### config.mk
export PLATFORM = sky130hd
export DESIGN_NAME = shared_reg_arbiter_flat
export DESIGN_NICKNAME = d
export VERILOG_FILES = /design/src/rtl/shared_reg_arbiter_if.sv /design/src/rtl/shared_reg_arbiter.sv /design/src/flat_wrapper.sv
export SDC_FILE = /design/constraint.sdc
export NUM_CORES = 1
export LEC_CHECK = 0
export CAP_MARGIN = 20
export CORE_ASPECT_RATIO = 2
export CORE_MARGIN = 1.5
export CORE_UTILIZATION = 47
export DETAILED_ROUTE_END_ITERATION = 16
export GPL_TIMING_DRIVEN = 0
export PLACE_DENSITY = 0.87
export SLEW_MARGIN = 20
export SYNTH_ARGS = -nofsm -noshare
export SYNTH_HDL_FRONTEND = slang
export SYNTH_SLANG_ARGS = --single-unit
### constraint.sdc
create_clock -name CLK -period 3.1 [get_ports CLK]
set_clock_uncertainty 0.2 [all_clocks]
set_input_delay 0.62 -clock CLK [delete_from_list [all_inputs] [get_ports CLK]]
set_output_delay 0.62 -clock CLK [all_outputs]
set_load 0.05 [all_outputs]
### src/rtl/shared_reg_arbiter_if.sv
// -----------------------------------------------------------------------------
// shared_reg_arbiter_if
// Bundles the requester-facing write handshake and the shared register output
// of shared_reg_arbiter.
//   master : producer side (drives requests, sees grants and the shared value)
//   slave  : arbiter side
// Signals:
//   req_valid / req_data / req_swap / req_lock : per-requester write request
//   req_ready : one-hot (or zero) grant, combinational
//   wr_fire   : a write commits this cycle
//   grant_id  : index of the current winner, 0 when nothing is granted
//   out       : registered shared value
// Optional (SHARED_REG_ARB_STATS_EN): stall_clear input, stall_count output.
// -----------------------------------------------------------------------------
interface shared_reg_arbiter_if #(
    parameter int N_REQ = 4,
    parameter int WIDTH = 16
);
    localparam int ID_W = (N_REQ > 1) ? $clog2(N_REQ) : 1;

    logic [N_REQ-1:0]       req_valid;
    logic [N_REQ*WIDTH-1:0] req_data;
    logic [N_REQ-1:0]       req_swap;
    logic [N_REQ-1:0]       req_lock;
    logic [N_REQ-1:0]       req_ready;
    logic                   wr_fire;
    logic [ID_W-1:0]        grant_id;
    logic [WIDTH-1:0]       out;
`ifdef SHARED_REG_ARB_STATS_EN
    logic                   stall_clear;
    logic [7:0]             stall_count;
`endif

    modport master (
        output req_valid, req_data, req_swap, req_lock,
`ifdef SHARED_REG_ARB_STATS_EN
        output stall_clear,
        input  stall_count,
`endif
        input  req_ready, wr_fire, grant_id, out
    );

    modport slave (
        input  req_valid, req_data, req_swap, req_lock,
`ifdef SHARED_REG_ARB_STATS_EN
        input  stall_clear,
        output stall_count,
`endif
        output req_ready, wr_fire, grant_id, out
    );
endinterface

### src/rtl/shared_reg_arbiter.sv
// -----------------------------------------------------------------------------
// shared_reg_arbiter
// Round-robin arbiter sharing one WIDTH-bit register among N_REQ requesters.
// A granted requester may swap the upper and lower halves of its data on
// write, and may hold the register (lock) for back-to-back writes.
// Ports:
//   CLK        : clock, rising edge
//   ASYNCRESET : asynchronous active-high reset
//   bus        : shared_reg_arbiter_if.slave (requests, grant, shared value)
// Optional feature macro: SHARED_REG_ARB_STATS_EN adds a saturating 8-bit
// stall counter (bus.stall_count) with a synchronous clear (bus.stall_clear).
// -----------------------------------------------------------------------------
module shared_reg_arbiter #(
    parameter int               N_REQ = 4,
    parameter int               WIDTH = 16,
    parameter logic [WIDTH-1:0] INIT  = {WIDTH{1'b0}}
) (
    input logic                   CLK,
    input logic                   ASYNCRESET,
    shared_reg_arbiter_if.slave   bus
);
    localparam int ID_W = (N_REQ > 1) ? $clog2(N_REQ) : 1;
    localparam int HALF = WIDTH / 2;

    localparam logic [0:0] ST_IDLE  = 1'b0;
    localparam logic [0:0] ST_OWNED = 1'b1;

    logic [0:0]       state_r;
    logic [ID_W-1:0]  owner_r;
    logic [ID_W-1:0]  rr_ptr_r;
    logic [WIDTH-1:0] out_r;

    logic [N_REQ-1:0] ready_s;
    logic [ID_W-1:0]  win_s;
    logic             found_s;
    logic             fire_s;
    logic [WIDTH-1:0] data_s;
    int               idx_s;

    // Exchange the upper and lower halves of a data word.
    function automatic logic [WIDTH-1:0] swap_lanes(input logic [WIDTH-1:0] d);
        return {d[HALF-1:0], d[WIDTH-1:HALF]};
    endfunction

    // Successor index modulo N_REQ (N_REQ need not be a power of two).
    function automatic logic [ID_W-1:0] next_idx(input logic [ID_W-1:0] i);
        if (int'(i) >= N_REQ - 1) begin
            return {ID_W{1'b0}};
        end else begin
            return i + {{(ID_W-1){1'b0}}, 1'b1};
        end
    endfunction

    // Grant selection: owner only while OWNED, else first valid from rr_ptr.
    always_comb begin
        ready_s = {N_REQ{1'b0}};
        win_s   = {ID_W{1'b0}};
        found_s = 1'b0;
        idx_s   = 0;
        if (ASYNCRESET) begin
            // No grant may be visible while reset is held.
            found_s = 1'b0;
        end else if (state_r == ST_OWNED) begin
            win_s            = owner_r;
            found_s          = bus.req_valid[owner_r];
            ready_s[owner_r] = bus.req_valid[owner_r];
        end else begin
            for (int k = 0; k < N_REQ; k++) begin
                idx_s = int'(rr_ptr_r) + k;
                if (idx_s >= N_REQ) begin
                    idx_s = idx_s - N_REQ;
                end else begin
                    idx_s = idx_s;
                end
                if (!found_s && bus.req_valid[idx_s]) begin
                    found_s = 1'b1;
                    win_s   = idx_s[ID_W-1:0];
                end else begin
                    found_s = found_s;
                end
            end
            if (found_s) begin
                ready_s[win_s] = 1'b1;
            end else begin
                ready_s = {N_REQ{1'b0}};
            end
        end
    end

    assign fire_s       = |(bus.req_valid & ready_s);
    assign data_s       = bus.req_data[int'(win_s)*WIDTH +: WIDTH];
    assign bus.req_ready = ready_s;
    assign bus.wr_fire   = fire_s;
    assign bus.grant_id  = found_s ? win_s : {ID_W{1'b0}};
    assign bus.out       = out_r;

    // Shared register, round-robin pointer and ownership state.
    always_ff @(posedge CLK or posedge ASYNCRESET) begin
        if (ASYNCRESET) begin
            out_r    <= INIT;
            rr_ptr_r <= {ID_W{1'b0}};
            state_r  <= ST_IDLE;
            owner_r  <= {ID_W{1'b0}};
        end else begin
            if (fire_s) begin
                out_r <= bus.req_swap[win_s] ? swap_lanes(data_s) : data_s;
            end
            case (state_r)
                ST_IDLE: begin
                    if (fire_s) begin
                        rr_ptr_r <= next_idx(win_s);
                        if (bus.req_lock[win_s]) begin
                            state_r <= ST_OWNED;
                            owner_r <= win_s;
                        end
                    end
                end
                ST_OWNED: begin
                    // Releasing lock ends ownership even without a write.
                    if (!bus.req_lock[owner_r]) begin
                        state_r  <= ST_IDLE;
                        rr_ptr_r <= next_idx(owner_r);
                    end
                end
                default: begin
                    state_r <= ST_IDLE;
                end
            endcase
        end
    end

`ifdef SHARED_REG_ARB_STATS_EN
    logic [7:0] stall_count_r;
    logic       stall_s;

    assign stall_s         = |(bus.req_valid & ~ready_s);
    assign bus.stall_count = stall_count_r;

    // Saturating stall counter; clear wins over increment.
    always_ff @(posedge CLK or posedge ASYNCRESET) begin
        if (ASYNCRESET) begin
            stall_count_r <= 8'd0;
        end else if (bus.stall_clear) begin
            stall_count_r <= 8'd0;
        end else if (stall_s && (stall_count_r != 8'hFF)) begin
            stall_count_r <= stall_count_r + 8'd1;
        end
    end
`endif
endmodule

### src/flat_wrapper.sv
// flat-port wrapper written by rule: the top's interface ports become plain ports
module shared_reg_arbiter_flat 
#(
    parameter int               N_REQ = 4,
    parameter int               WIDTH = 16,
    parameter logic [WIDTH-1:0] INIT  = {WIDTH{1'b0}}
)
  (CLK, ASYNCRESET, bus_req_valid, bus_req_data, bus_req_swap, bus_req_lock, bus_req_ready, bus_wr_fire, bus_grant_id, bus_out);
  shared_reg_arbiter_if #(.N_REQ(N_REQ), .WIDTH(WIDTH)) bus_i ();
  input logic CLK;
  input logic ASYNCRESET;
  input wire logic [$bits(bus_i.req_valid)-1:0] bus_req_valid;
  input wire logic [$bits(bus_i.req_data)-1:0] bus_req_data;
  input wire logic [$bits(bus_i.req_swap)-1:0] bus_req_swap;
  input wire logic [$bits(bus_i.req_lock)-1:0] bus_req_lock;
  output wire logic [$bits(bus_i.req_ready)-1:0] bus_req_ready;
  output wire logic [$bits(bus_i.wr_fire)-1:0] bus_wr_fire;
  output wire logic [$bits(bus_i.grant_id)-1:0] bus_grant_id;
  output wire logic [$bits(bus_i.out)-1:0] bus_out;
  assign bus_i.req_valid = bus_req_valid;
  assign bus_i.req_data = bus_req_data;
  assign bus_i.req_swap = bus_req_swap;
  assign bus_i.req_lock = bus_req_lock;
  assign bus_req_ready = bus_i.req_ready;
  assign bus_wr_fire = bus_i.wr_fire;
  assign bus_grant_id = bus_i.grant_id;
  assign bus_out = bus_i.out;
  shared_reg_arbiter #(.N_REQ(N_REQ), .WIDTH(WIDTH), .INIT(INIT)) u_core (.CLK(CLK), .ASYNCRESET(ASYNCRESET), .bus(bus_i));
endmodule
# --- Word level (Yosys, flattened, before mapping) ---
# Cells that the tools add are included.
classes:
  n_addsub: 9
  reduce_logical: 11
  mux: 72
  n_eq_ne: 2
  n_lt_le_gt_ge: 15
  shifts: 1
  n_bitwise: 3
ops:
  columns: ["cell", "count"]
  rows:
  - ["32-bit two-way mux", 12]
  - ["32-bit by 4-bit less-than comparator with 1-bit output (second input constant)", 4]
  - ["32-bit by 4-bit greater-or-equal comparator with 1-bit output (second input constant)", 3]
  - ["32-bit by 4-bit subtractor with 32-bit output (second input constant)", 3]
  - ["64-bit by 7-bit indexed part select with 16-bit output", 1]
  - ["1-bit two-way mux", 31]
  - ["2-bit two-way mux", 13]
  - ["1-bit binary-select mux with 2-bit select", 8]
  - ["16-bit two-way mux", 1]
  - ["4-bit two-way mux", 3]
  - ["2-bit by 3-bit less-than comparator with 1-bit output (second input constant)", 3]
  - ["4-bit AND", 2]
  - ["2-bit by 2-bit adder with 3-bit output (second input constant)", 2]
  - ["1-bit logical AND", 5]
  - ["2-bit by 1-bit adder with 2-bit output (second input constant)", 2]
  - ["1-bit demux with 2-bit select", 2]
  - ["2-bit by 1-bit greater-or-equal comparator with 1-bit output (second input constant)", 2]
  - ["2-bit greater-or-equal comparator (second input constant)", 2]
  - ["2-bit != test (second input constant)", 2]
  - ["2-bit case mux with 2 select lines", 1]
  - ["4-bit OR reduction", 1]
  - ["2-bit by 3-bit subtractor with 4-bit output (second input constant)", 1]
  - ["2-bit by 1-bit adder with 3-bit output (second input constant)", 1]
  - ["2-bit by 3-bit greater-or-equal comparator with 1-bit output (second input constant)", 1]
  - ["other kinds (5)", 7]
totals:
  out_inout_bits: 23
  reg_bits: 21
  wordCells: 117

# --- Logic depth before layout (Yosys ltp) ---
depth:
  word_depth: 36
  mapped_depth: 11
  mapped_depth_nobuf: 8

# --- Least setup slack after synthesis ---
# OpenSTA, ideal clock, no wires.
synth_timing:
  path_type: "input -> output"
  start: "input bus_req_valid[1]"
  end: "output bus_req_ready[3]"
  cell_stages: 7
  path_buffers: 2
  arrival_ps: 2651
  slack_ps: -371
  path_cell_list: "clkbuf_1 -> nand2b_1 -> o211a_1 -> nor2_1 -> clkbuf_1 -> nand4_1 -> a21oi_1"
synth_between:
  elab_chain_len: 28
synth_rtl:
  columns: ["element", "line_no", "text"]
  rows:
  - ["start, declared", "flat_wrapper.sv:12", "input wire logic [$bits(bus_i.req_valid)-1:0] bus_req_valid;"]
  - ["1-bit binary-select mux with 2-bit select", "shared_reg_arbiter.sv:75", "if (!found_s && bus.req_valid[idx_s]) begin"]
  - ["1-bit two-way mux (implied by the code) (2 in series)", "shared_reg_arbiter.sv:75", null]
  - ["1-bit two-way mux", "shared_reg_arbiter.sv:75", null]
  - ["1-bit two-way mux", "shared_reg_arbiter.sv:63", "end else if (state_r == ST_OWNED) begin"]
  - ["1-bit two-way mux", "shared_reg_arbiter.sv:60", "if (ASYNCRESET) begin"]
  - ["1-bit logical NOT", "shared_reg_arbiter.sv:75", null]
  - ["1-bit logical AND", "shared_reg_arbiter.sv:75", null]
  - ["1-bit two-way mux", "shared_reg_arbiter.sv:75", null]
  - ["(+11 left out)", null, null]
  - ["2-bit two-way mux", "shared_reg_arbiter.sv:60", null]
  - ["2-bit by 3-bit less-than comparator with 1-bit output (implied by the code) or 2-bit by 1-bit greater-or-equal comparator with 1-bit output (tied branches)", "shared_reg_arbiter.sv:83", "ready_s[win_s] = 1'b1;"]
  - ["1-bit logical AND (implied by the code)", "shared_reg_arbiter.sv:83", null]
  - ["1-bit two-way mux (implied by the code)", "shared_reg_arbiter.sv:83", null]
  - ["1-bit demux with 2-bit select", null, null]
  - ["4-bit two-way mux", "shared_reg_arbiter.sv:82", "if (found_s) begin"]
  - ["4-bit two-way mux *", "shared_reg_arbiter.sv:63", null]
  - ["4-bit two-way mux *", "shared_reg_arbiter.sv:60", null]
  - ["end, declared", "flat_wrapper.sv:16", "output wire logic [$bits(bus_i.req_ready)-1:0] bus_req_ready;"]
# Mark *: on every way between the ends. The rest lies on a longest branch, timed or not. The select of a mux whose other input is x is not followed.

# --- Worst setup path in the final report ---
layout_timing:
  start: "input bus_req_valid[3]"
  end: "output bus_grant_id[1]"
layout_between:
  elab_chain_len: 24
layout_rtl:
  columns: ["element", "line_no", "text"]
  rows:
  - ["1-bit binary-select mux with 2-bit select", "shared_reg_arbiter.sv:75", null]
  - ["1-bit two-way mux (implied by the code) (2 in series)", "shared_reg_arbiter.sv:75", null]
  - ["1-bit two-way mux", "shared_reg_arbiter.sv:75", null]
  - ["1-bit two-way mux", "shared_reg_arbiter.sv:63", null]
  - ["1-bit two-way mux", "shared_reg_arbiter.sv:60", null]
  - ["1-bit logical NOT", "shared_reg_arbiter.sv:75", null]
  - ["1-bit logical AND", "shared_reg_arbiter.sv:75", null]
  - ["1-bit two-way mux", "shared_reg_arbiter.sv:75", null]
  - ["(+7 left out)", null, null]
  - ["1-bit logical NOT", "shared_reg_arbiter.sv:75", null]
  - ["1-bit logical AND", "shared_reg_arbiter.sv:75", null]
  - ["2-bit two-way mux or 1-bit two-way mux (tied branches)", "shared_reg_arbiter.sv:75", null]
  - ["2-bit two-way mux or 1-bit two-way mux (tied branches)", "shared_reg_arbiter.sv:63", null]
  - ["2-bit two-way mux or 1-bit two-way mux (tied branches)", "shared_reg_arbiter.sv:60", null]
  - ["2-bit two-way mux or 1-bit two-way mux (tied branches)", "shared_reg_arbiter.sv:63", null]
  - ["2-bit two-way mux or 1-bit two-way mux (tied branches)", "shared_reg_arbiter.sv:60", null]
  - ["2-bit two-way mux *", "shared_reg_arbiter.sv:94", "assign bus.grant_id = found_s ? win_s : {ID_W{1'b0}};"]
  - ["end, declared", "flat_wrapper.sv:18", "output wire logic [$bits(bus_i.grant_id)-1:0] bus_grant_id;"]
# Marked as above.

==> metrics <==
Via density 6.669; fillers 490; most common library cell in the layout ignoring fill and taps clkdlybuf4s50_1; Design Area, Final 4297 um2; WP data required 2.28 ns; NetSw 2.327 mW; syn_area_per_cell 7.616 um2; commonest cells after routing, fill and taps aside 88 x clkdlybuf4s50_1, 55 x a21oi_1, 41 x inv_1; cell taking the most area after synthesis dfrtp_1; CTS Buf Count 3; Net Sw Frac 0.5392; CP cell instances buf_4, nand2b_4, or4b_1, a32o_2, o21ai_4, buf_12, nor3_2, buf_2; GP Congestion 0.9443; DP HPWL 8.719 mm; vias in the first global route 3848; Mapped Cells 390; slew margin rel. 0.4311; RSZ-0062 raised after global routing true; Ant. Diodes 0; H-tree Lvls 1; Mapped Area 2970 um2; row cnt 40; Int Pwr 1.989 mW; leakage 1.678 nW; syn nets 473; clock buffer depth 2; sequential share of power 0.120; Die Y 115.4 um; layout cells sized above 1 0.1434; crit end category output port; port bufs 98; #FFs+latches synth 21; status finished, final reports clean; clk_lat worst skew 0.26 ns; clock sinks 21; VDD IR max 920.3 uV; Worst setup SP type input pin; Syn. warnings 0; CTS tree yes; CTS Root Cell clkbuf_16; top cells by area, synth dfrtp_1 18%, a32o_1 12%, o311ai_0 10%; Critical Path Max Stage Delay 0.50 ns; Design Power 4.316 mW; first-pass GRT wire length 18.46 mm; crit-path max FO 6; Critical Path AT 2.26 ns; final net count 586; final WL 11.88 mm; Yosys top cell area share 0.1769; Die Width 59.22 um; Finished Core Util 0.7095; DP Cell Count 572; Iter 0 DRT Violations 425; Max Cap Viol 0; max frequency 324.5 MHz; drt pass-1 iters 9; Worst Path Buf+Inv 3; per-cell routed wire length 20.28 um; Setup TNS Final 0 ns; Starting Density 0.4905; CP top delay family simple AND/OR/NAND/NOR gates; DIE AREA 6835 um2; via count 3908; # hold bufs at CTS 0; Final Critical Period 3.082 ns; Final period util 0.9941; P&R area growth vs syn 44.65%; combinational cell fraction of total power 0.815; post-route ant nets 0; core area 6056 um2; hold crit path type register to register; Worst Tran Pin Value 0.8523 ns; initial antenna violation count 0; final-report max-slew violation count 0; Setup-failing EPs final 0; register area share after synthesis 0.1769; GR Overflow Total 0; area taken by flip-flops and latches 528.0 um2; Worst R2R Setup Slack 0.10 ns; pin count of the biggest net entering global routing 23; # DRC 0; I/O Pins 101; Final Hold Viols 0; Crit Path Class input pin to output port; Clk pwr share 0.065; Synth cell types 40; power per cell area 1005 nW/um2; Total GRT Usage 0.3431; footprint of the multi-input gates 2148 um2; Reg clk slew, reported paths 0.06 ns; Crit-path slowest cell or4b_1; final cell count without fillers 586; dpl cell area 4079 um2
==> what timing repair did <==
action	in CTS	in global routing
setup endpoints to repair	25	14
setup buffers	4	8
hold endpoints to repair	0	0
pin swaps	5	3
resized for setup	71	11
cloned	0	1
==> synthesized netlist by cell type <==
| cell | count |
|---|---|
| a21oi_1 | 57 |
| inv_1 | 41 |
| clkbuf_1 | 37 |
| a32o_1 | 36 |
| nand4_1 | 35 |
| o311ai_0 | 34 |
| nor2_1 | 26 |
| dfrtp_1 | 21 |
| mux2i_1 | 21 |
| mux2_2 | 15 |
| nand2_1 | 13 |
| nand2b_1 | 6 |
| buf_6 | 5 |
| ha_1 | 5 |
| nor2b_1 | 4 |
| a31oi_1 | 3 |
| nor3_1 | 3 |
| and2_4 | 2 |
| buf_1 | 2 |
| mux4_2 | 2 |
| o211ai_1 | 2 |
| o21ai_0 | 2 |
| a211oi_1 | 1 |
| a21o_1 | 1 |
| a222oi_1 | 1 |
| a22oi_1 | 1 |
| clkbuf_2 | 1 |
| mux2_1 | 1 |
| mux2_4 | 1 |
| nor4_1 | 1 |
| o211a_1 | 1 |
| o21a_1 | 1 |
| o21ai_1 | 1 |
| o21ba_2 | 1 |
| o21bai_1 | 1 |
| o311a_1 | 1 |
| o31a_1 | 1 |
| o32ai_1 | 1 |
| or2_2 | 1 |
| or4b_1 | 1 |
==> logic make-up after synthesis <==
kind of cell	count (synthesis)	share of synthesized area
flops	21	0.1769
compound gates	146	0.3661
mux	40	0.1516
fa+ha+maj	5	0.02106
buf+inv	86	0.1217
simple gates	92	0.1626
==> through the flow <==
step           setup WS, ns  hold slack (ns)
2_1_floorplan      -0.09116           0.3608
3_3_place_gp         -1.545           0.3207
3_5_place_dp         -1.547           0.3209
4_1_cts           -0.001845           0.3377
5_1_grt            -0.02679           0.3669
6_report            0.01820           0.3322
==> layout make-up <==
cell class | count | area share
plain buffers | 42 | 0.05213
clock buffers | 3 | 0.01747
clock inverters | 1 | 0.001165
inverters | 41 | 0.03582
multi-input cells | 284 | 0.5000
flip-flops and latches | 21 | 0.1229
well taps | 84 | 0.02446
repair buffers | 110 | 0.2461
==> final timing paths <==
kind | start | endpoint | depth (start not counted)
worst max-delay path | bus_req_valid[3] | bus_grant_id[1] | 8
worst min-delay path | u_core.bus.out[4] | u_core.bus.out[4] | 2
worst max register to register | u_core.rr_ptr_r[0] | u_core.bus.out[1] | 11
worst min register to register | u_core.bus.out[4] | u_core.bus.out[4] | 2
max in group asynchronous | ASYNCRESET | u_core.state_r | 4
min in group asynchronous | ASYNCRESET | u_core.owner_r[0] | 4
==> worst register-to-register path, stage by stage, from the launching register on <==
cell and delay, ns:
dfrtp_1 0.36, clkbuf_2 0.20, nor2b_1 0.23, o21ba_2 0.22, nor2_4 0.07, buf_4 0.17, o311ai_0 0.48, mux2_4 0.25
buf_6 0.16, buf_6 0.20, mux2i_1 0.25, a21oi_1 0.09
==> flip-flops by register name, summed over array words and instances, names as in the netlist <==
register         cells
u_core.bus.out      16
u_core.owner_r       2
u_core.rr_ptr_r      2
u_core.state_r       1
==> layer usage <==
layer	up-vias	routed length, um	GRT usage
li1	1750	-	-
met1	1832	4263	0.3741
met2	262	6091	0.6073
met3	64	839	0.04464
met4	0	689	0.2000
met5	-	0	0
==> power groups by stage <==
stage / Clock [mW] / Combinational (mW) / Sequential [mW]
global placement: 0 / 3.17 / 0.503
finish: 0.281 / 3.52 / 0.518
global route: 0.289 / 3.72 / 0.528
CTS: 0.280 / 3.33 / 0.513
floorplan: 0 / 1.95 / 0.850
detailed placement: 0 / 3.23 / 0.507
(Power assumes the default switching activity.)
